--- src/rtl/toggle_event_pkg.sv ---
// Shared types and constants for the toggle event counter: FSM encoding,
// legal parameter ranges and the saturating-counter ceiling helper.
package toggle_event_pkg;

    typedef enum logic {
        ST_IDLE = 1'b0,
        ST_RUN  = 1'b1
    } state_e;

    localparam int SYNC_STAGES_MIN = 0;
    localparam int SYNC_STAGES_MAX = 3;
    localparam int WINDOW_MIN      = 2;
    localparam int WINDOW_MAX      = 65535;

    function automatic logic [63:0] cnt_max(input int unsigned width);
        return (64'd1 << width) - 64'd1;
    endfunction

endpackage

--- src/rtl/toggle_edge_sync.sv ---
// Synchronises the toggle-encoded input and turns every transition into a
// registered single-cycle pulse.
module toggle_edge_sync
    import toggle_event_pkg::*;
#(
    parameter int SYNC_STAGES = 2
) (
    input  logic clk,
    input  logic rst,
    input  logic q_in,
    output logic pulse_out
);

    logic sync_bit;

    if (SYNC_STAGES == SYNC_STAGES_MIN) begin : g_no_sync
        assign sync_bit = q_in;
    end else begin : g_sync
        logic [SYNC_STAGES-1:0] sync_q;
        logic [SYNC_STAGES-1:0] sync_d;

        always_comb begin
            sync_d = SYNC_STAGES'({sync_q, q_in});
        end

        always_ff @(posedge clk or negedge rst) begin
            if (!rst) begin
                sync_q <= '0;
            end else begin
                sync_q <= sync_d;
            end
        end

        assign sync_bit = sync_q[SYNC_STAGES-1];
    end

    // samp_q is the settled level; prev_q is its previous value, so the
    // XOR marks exactly one cycle per transition.
    logic samp_q, samp_d;
    logic prev_q, prev_d;
    logic pulse_q, pulse_d;

    always_comb begin
        samp_d  = sync_bit;
        prev_d  = samp_q;
        pulse_d = samp_q ^ prev_q;
    end

    always_ff @(posedge clk or negedge rst) begin
        if (!rst) begin
            samp_q  <= 1'b0;
            prev_q  <= 1'b0;
            pulse_q <= 1'b0;
        end else begin
            samp_q  <= samp_d;
            prev_q  <= prev_d;
            pulse_q <= pulse_d;
        end
    end

    assign pulse_out = pulse_q;

endmodule

--- src/rtl/toggle_event_counter.sv ---
// Counts toggle events over fixed windows and hands each window's count to a
// valid/ready output register, flagging saturation and dropped reports.
module toggle_event_counter
    import toggle_event_pkg::*;
#(
    parameter int CNT_W       = 8,
    parameter int WINDOW      = 16,
    parameter int SYNC_STAGES = 2
) (
    input  logic             clk,
    input  logic             rst,
    input  logic             en,
    input  logic             q_in,
    output logic             pulse_out,
    output logic [CNT_W-1:0] out_data,
    output logic             out_sat,
    output logic             out_valid,
    input  logic             out_ready,
    output logic             overrun
);

    localparam int               WIN_W    = $clog2(WINDOW_MAX + 1);
    localparam logic [WIN_W-1:0] WIN_LAST = WIN_W'(WINDOW - 1);
    localparam logic [CNT_W-1:0] EV_MAX   = CNT_W'(cnt_max(CNT_W));

    toggle_edge_sync #(
        .SYNC_STAGES(SYNC_STAGES)
    ) u_edge (
        .clk      (clk),
        .rst      (rst),
        .q_in     (q_in),
        .pulse_out(pulse_out)
    );

    state_e           state_q, state_d;
    logic [WIN_W-1:0] win_q, win_d;
    logic [CNT_W-1:0] ev_q, ev_d;
    logic             sat_q, sat_d;
    logic [CNT_W-1:0] data_q, data_d;
    logic             osat_q, osat_d;
    logic             valid_q, valid_d;
    logic             overrun_q, overrun_d;

    logic             at_max;
    logic [CNT_W-1:0] ev_next;
    logic             sat_next;
    logic             capture;
    logic             xfer;

    // ev_next/sat_next include a pulse landing in the current cycle, so the
    // capture cycle reports it too.
    assign at_max   = (ev_q == EV_MAX);
    assign ev_next  = (pulse_out && !at_max) ? ev_q + CNT_W'(1) : ev_q;
    assign sat_next = sat_q | (pulse_out & at_max);
    assign capture  = (state_q == ST_RUN) && (win_q == WIN_LAST);
    assign xfer     = valid_q && out_ready;

    always_comb begin
        state_d   = en ? ST_RUN : ST_IDLE;
        win_d     = '0;
        ev_d      = '0;
        sat_d     = 1'b0;
        data_d    = data_q;
        osat_d    = osat_q;
        valid_d   = valid_q;
        overrun_d = overrun_q;

        if (state_q == ST_RUN && !capture) begin
            win_d = win_q + WIN_W'(1);
            ev_d  = ev_next;
            sat_d = sat_next;
        end

        if (xfer) begin
            valid_d = 1'b0;
        end

        // A pending, unaccepted report wins; the new one is dropped.
        if (capture) begin
            if (!valid_q || xfer) begin
                data_d  = ev_next;
                osat_d  = sat_next;
                valid_d = 1'b1;
            end else begin
                overrun_d = 1'b1;
            end
        end
    end

    always_ff @(posedge clk or negedge rst) begin
        if (!rst) begin
            state_q   <= ST_IDLE;
            win_q     <= '0;
            ev_q      <= '0;
            sat_q     <= 1'b0;
            data_q    <= '0;
            osat_q    <= 1'b0;
            valid_q   <= 1'b0;
            overrun_q <= 1'b0;
        end else begin
            state_q   <= state_d;
            win_q     <= win_d;
            ev_q      <= ev_d;
            sat_q     <= sat_d;
            data_q    <= data_d;
            osat_q    <= osat_d;
            valid_q   <= valid_d;
            overrun_q <= overrun_d;
        end
    end

    assign out_data  = data_q;
    assign out_sat   = osat_q;
    assign out_valid = valid_q;
    assign overrun   = overrun_q;

endmodule
--- config.mk ---
export PLATFORM = sky130hd
export DESIGN_NAME = toggle_event_counter
export DESIGN_NICKNAME = d
export VERILOG_FILES = /design/src/rtl/toggle_event_pkg.sv /design/src/rtl/toggle_edge_sync.sv /design/src/rtl/toggle_event_counter.sv
export SDC_FILE = /design/constraint.sdc
export NUM_CORES = 1
export LEC_CHECK = 0
export CAP_MARGIN = 0
export CORE_MARGIN = 2
export CORE_UTILIZATION = 30
export CTS_CLUSTER_SIZE = 20
export DETAILED_ROUTE_END_ITERATION = 10
export PLACE_DENSITY = 0.5
export SYNTH_ARGS = -nofsm -noshare
export SYNTH_HDL_FRONTEND = slang
export SYNTH_HIERARCHICAL = 1
export SYNTH_SLANG_ARGS = --single-unit
--- constraint.sdc ---
create_clock -name clk -period 1.8 [get_ports clk]
set_input_delay 0.27 -clock clk [delete_from_list [all_inputs] [get_ports clk]]
set_output_delay 0.27 -clock clk [all_outputs]
set_load 0.05 [all_outputs]
==> results.sh <==
export IMPL_clock_sinks=42
export IMPL_fmax_ghz=0.5801
export IMPL_rows=28
export IMPL_cp_max_fo=2
export IMPL_cts_tree="done"
export IMPL_p_clk_share_pct=36.8
export IMPL_final_area_sq_um=2233
export IMPL_run_status="finished clean"
export IMPL_p_per_area_nw_per_um2=762.5
export IMPL_ys_async_sr_fraction_pct=100.0
export IMPL_syn_num_nets=173
export IMPL_track_usage_pct=11.96
export IMPL_synth_area_per_cell_sq_um=10.97
export IMPL_ant_nets=0
export IMPL_yosys_most_used_dff="dfrtp_1"
export IMPL_die_width_um=81.90
export IMPL_syn_to_final_growth_pct=22.68
export IMPL_ys_ff_latch=42
export IMPL_fin_skew_ns=0.007594
export IMPL_start_util_pct=30.93
export IMPL_hold_viol=0
export IMPL_post_dp_cell_area_sq_um=2128
export IMPL_ys_types=26
export IMPL_maxSlewHeadroom_pct=66.61
export IMPL_port_buffers=16
export IMPL_vdd_ir_drop_max_mv=0.3924
export IMPL_maxCapViolations=0
export IMPL_root_buffer="clkbuf_8"
export IMPL_fillers=587
export IMPL_grt_pass1_wl_mm=6.016
export IMPL_synthTopCellsByCount="dfrtp_1, nor2_1, inv_1, mux2i_1, xnor2_1"
export IMPL_worst_path_buf_inv=1
export IMPL_seq_area_frac_synth_pct=57.73
export IMPL_crit_family="buffers and inverters"
export IMPL_finalWeightedCongestion=0.7656
export IMPL_diodes=0
export IMPL_syn_inst=166
export IMPL_p_sw_uw=393.3
export IMPL_wire_per_inst_um=12.45
export IMPL_worstSetupEndpointType="primary output"
export IMPL_grt_pass1_vias=1311
export IMPL_synth_top_area_cell="dfrtp_1"
export IMPL_hold_class="reg -> reg"
export IMPL_vias_per_cell=4.564
export IMPL_hold_ws_ns=0.3510
export IMPL_pwr_share_comb_pct=5.5
export IMPL_internal_power_mw=1.310
export IMPL_p_leak_nw=1.078
export IMPL_synth_edf_count=0
export IMPL_finalNetCount=204
export IMPL_cp_slowest_stage_delay_ns=0.81
export IMPL_setup_viol_count_final=0
export IMPL_crit_arrival_ns=1.45
export IMPL_drc=0
export IMPL_cts_setup_buffers=0
export IMPL_synthTopCellsByArea="dfrtp_1, mux2i_1, nor2_1"
export IMPL_clkLatencyLatePin_ns=0.29
export IMPL_rsz0062_at_grt="false"
export IMPL_dr_pass1_iters=4
export IMPL_start_kind="flop"
export IMPL_clk_pin_slew_ns=0.07
export IMPL_finalCritPeriodShare_pct=95.77
export IMPL_die_area_sq_um=6708
export IMPL_syn_area_sq_um=1820
export IMPL_cp_cell_sequence="clkdlybuf4s50_1"
export IMPL_dp_hpwl_mm=2.435
export IMPL_path_class="reg -> out"
export IMPL_tightest_slew_ns=0.4992
export IMPL_slew_viol_final=0
export IMPL_cts_path_max_buffers=2
export IMPL_antenna_found_initial=0
export IMPL_drt_initial_drc_count=72
export IMPL_dp_slack_ns=0.07646
export IMPL_pwr_share_seq_pct=57.7
export IMPL_pin_count=17
export IMPL_die_y_um=81.90
export IMPL_synth_most_common_cell="dfrtp_1"
export IMPL_setup_slack_ns=0.07614
export IMPL_netlist_area_leader_share_pct=57.73
export IMPL_grt_max_degree=43
export IMPL_period_minus_slack_ns=1.724
export IMPL_crit_path_top_delay_cell="clkdlybuf4s50_1"
export IMPL_critPathRequiredTime_ns=1.53
export IMPL_register_area_sq_um=1051
export IMPL_finalSetupTns_ns=0
export IMPL_grt_overflow=0
export IMPL_ys_warn_count=6
export IMPL_multi_input_area_sq_um=706.9
export IMPL_cts_buffers=5
export IMPL_htree_num_levels=2
export IMPL_drt_wl_total_mm=3.399
export IMPL_p_sw_share_pct=23.10
export IMPL_dr_total_vias=1246
export IMPL_layout_drive_gt1_share_pct=11.62
export IMPL_core_sq_um=5886
==> final cells by class <==
class / count / share of cell area (%)
Clock inverter: 1 / 0.2241
Clock buffer: 7 / 3.866
Tap cell: 75 / 4.202
Timing Repair Buffer: 27 / 11.15
Multi-Input combinational cell: 110 / 31.65
Inverter: 11 / 1.849
Sequential cell: 42 / 47.06
==> state kept, by name (all words and copies together) (netlist names) <==
signal,flops
win_q,16
ev_q,8
out_data,8
u_edge/g_sync.sync_q,2
out_sat,1
out_valid,1
overrun,1
sat_q,1
state_q,1
u_edge/prev_d,1
u_edge/prev_q,1
u_edge/pulse_out,1
==> worst paths after layout <==
check / start / to / slack, ns / cells after the start
hold reg to reg: u_edge/g_sync.sync_q[1] / u_edge/prev_d / 0.35 / 0
setup / recovery: out_data[0] / out_data[0] / 0.08 / 1
min in group asynchronous: rst / ev_q[3] / 0.48 / 3
hold / removal: u_edge/g_sync.sync_q[1] / u_edge/prev_d / 0.35 / 0
setup reg to reg: win_q[0] / out_data[3] / 0.10 / 6
max in group asynchronous: rst / state_q / 1.12 / 3
==> timing repair <==
item	in CTS	in global routing
hold buffers	1	0
setup endpoints to repair	0	1
hold endpoints to repair	42	0
resized for setup	0	1
==> logic make-up (layout without fill, tap and decap cells) <==
family                   count (synthesis)  in the layout  share of synthesized area [%]
AO/OA/AOI/OAI                            8              8                          2.749
buffers and inverters                   14             46                          3.436
adder cells (fa/ha/maj)                  2              2                          1.374
flip-flops                              42             42                          57.73
AND/OR/NAND/NOR                         69             69                          18.69
multiplexers                            12             12                          6.873
XOR/XNOR                                19             19                          9.141
==> metal layers <==
metal  track usage [%]  part of all wire (%)  vias to the layer above
met5                 0                     0                        -
met4             4.000                  0.29                        0
met3             4.615                   3.6                        2
met2             19.84                    52                       22
met1             14.20                    44                      608
li1                  -                     -                      614
==> cell usage in the layout, fill, tap and decap left out, types with 6 or more instances in the layout <==
master,Yosys,routed
nand3_1,8,8
mux2i_1,11,11
clkbuf_8,0,6
xnor2_1,11,11
buf_4,0,11
nand2_1,7,7
nor4_1,6,6
nor2_1,28,28
xor2_1,8,8
dfrtp_1,42,42
inv_1,11,11
clkdlybuf4s50_1,0,12
==> power groups by stage <==
stage | Clock (mW) | Combinational (mW) | Sequential (mW)
2_1_floorplan | 0 | 0.0375 | 1.01
3_3_place_gp | 0 | 0.0938 | 1.00
3_5_place_dp | 0 | 0.0949 | 1.00
4_1_cts | 0.655 | 0.0976 | 0.982
5_1_grt | 0.698 | 0.108 | 0.986
6_report | 0.627 | 0.0939 | 0.982
==> stage by stage <==
step / power [mW] / util, % / instances
after detailed placement: 1.096 / 36.16 / 264
after global placement: 1.093 / 36.16 / 264
final: 1.703 / 37.95 / 273
after CTS: 1.735 / 37.88 / 273
after global routing: 1.792 / 37.95 / 273
after floorplan: 1.043 / - / 166
No activity file was read; power rests on OpenSTA's default activity.
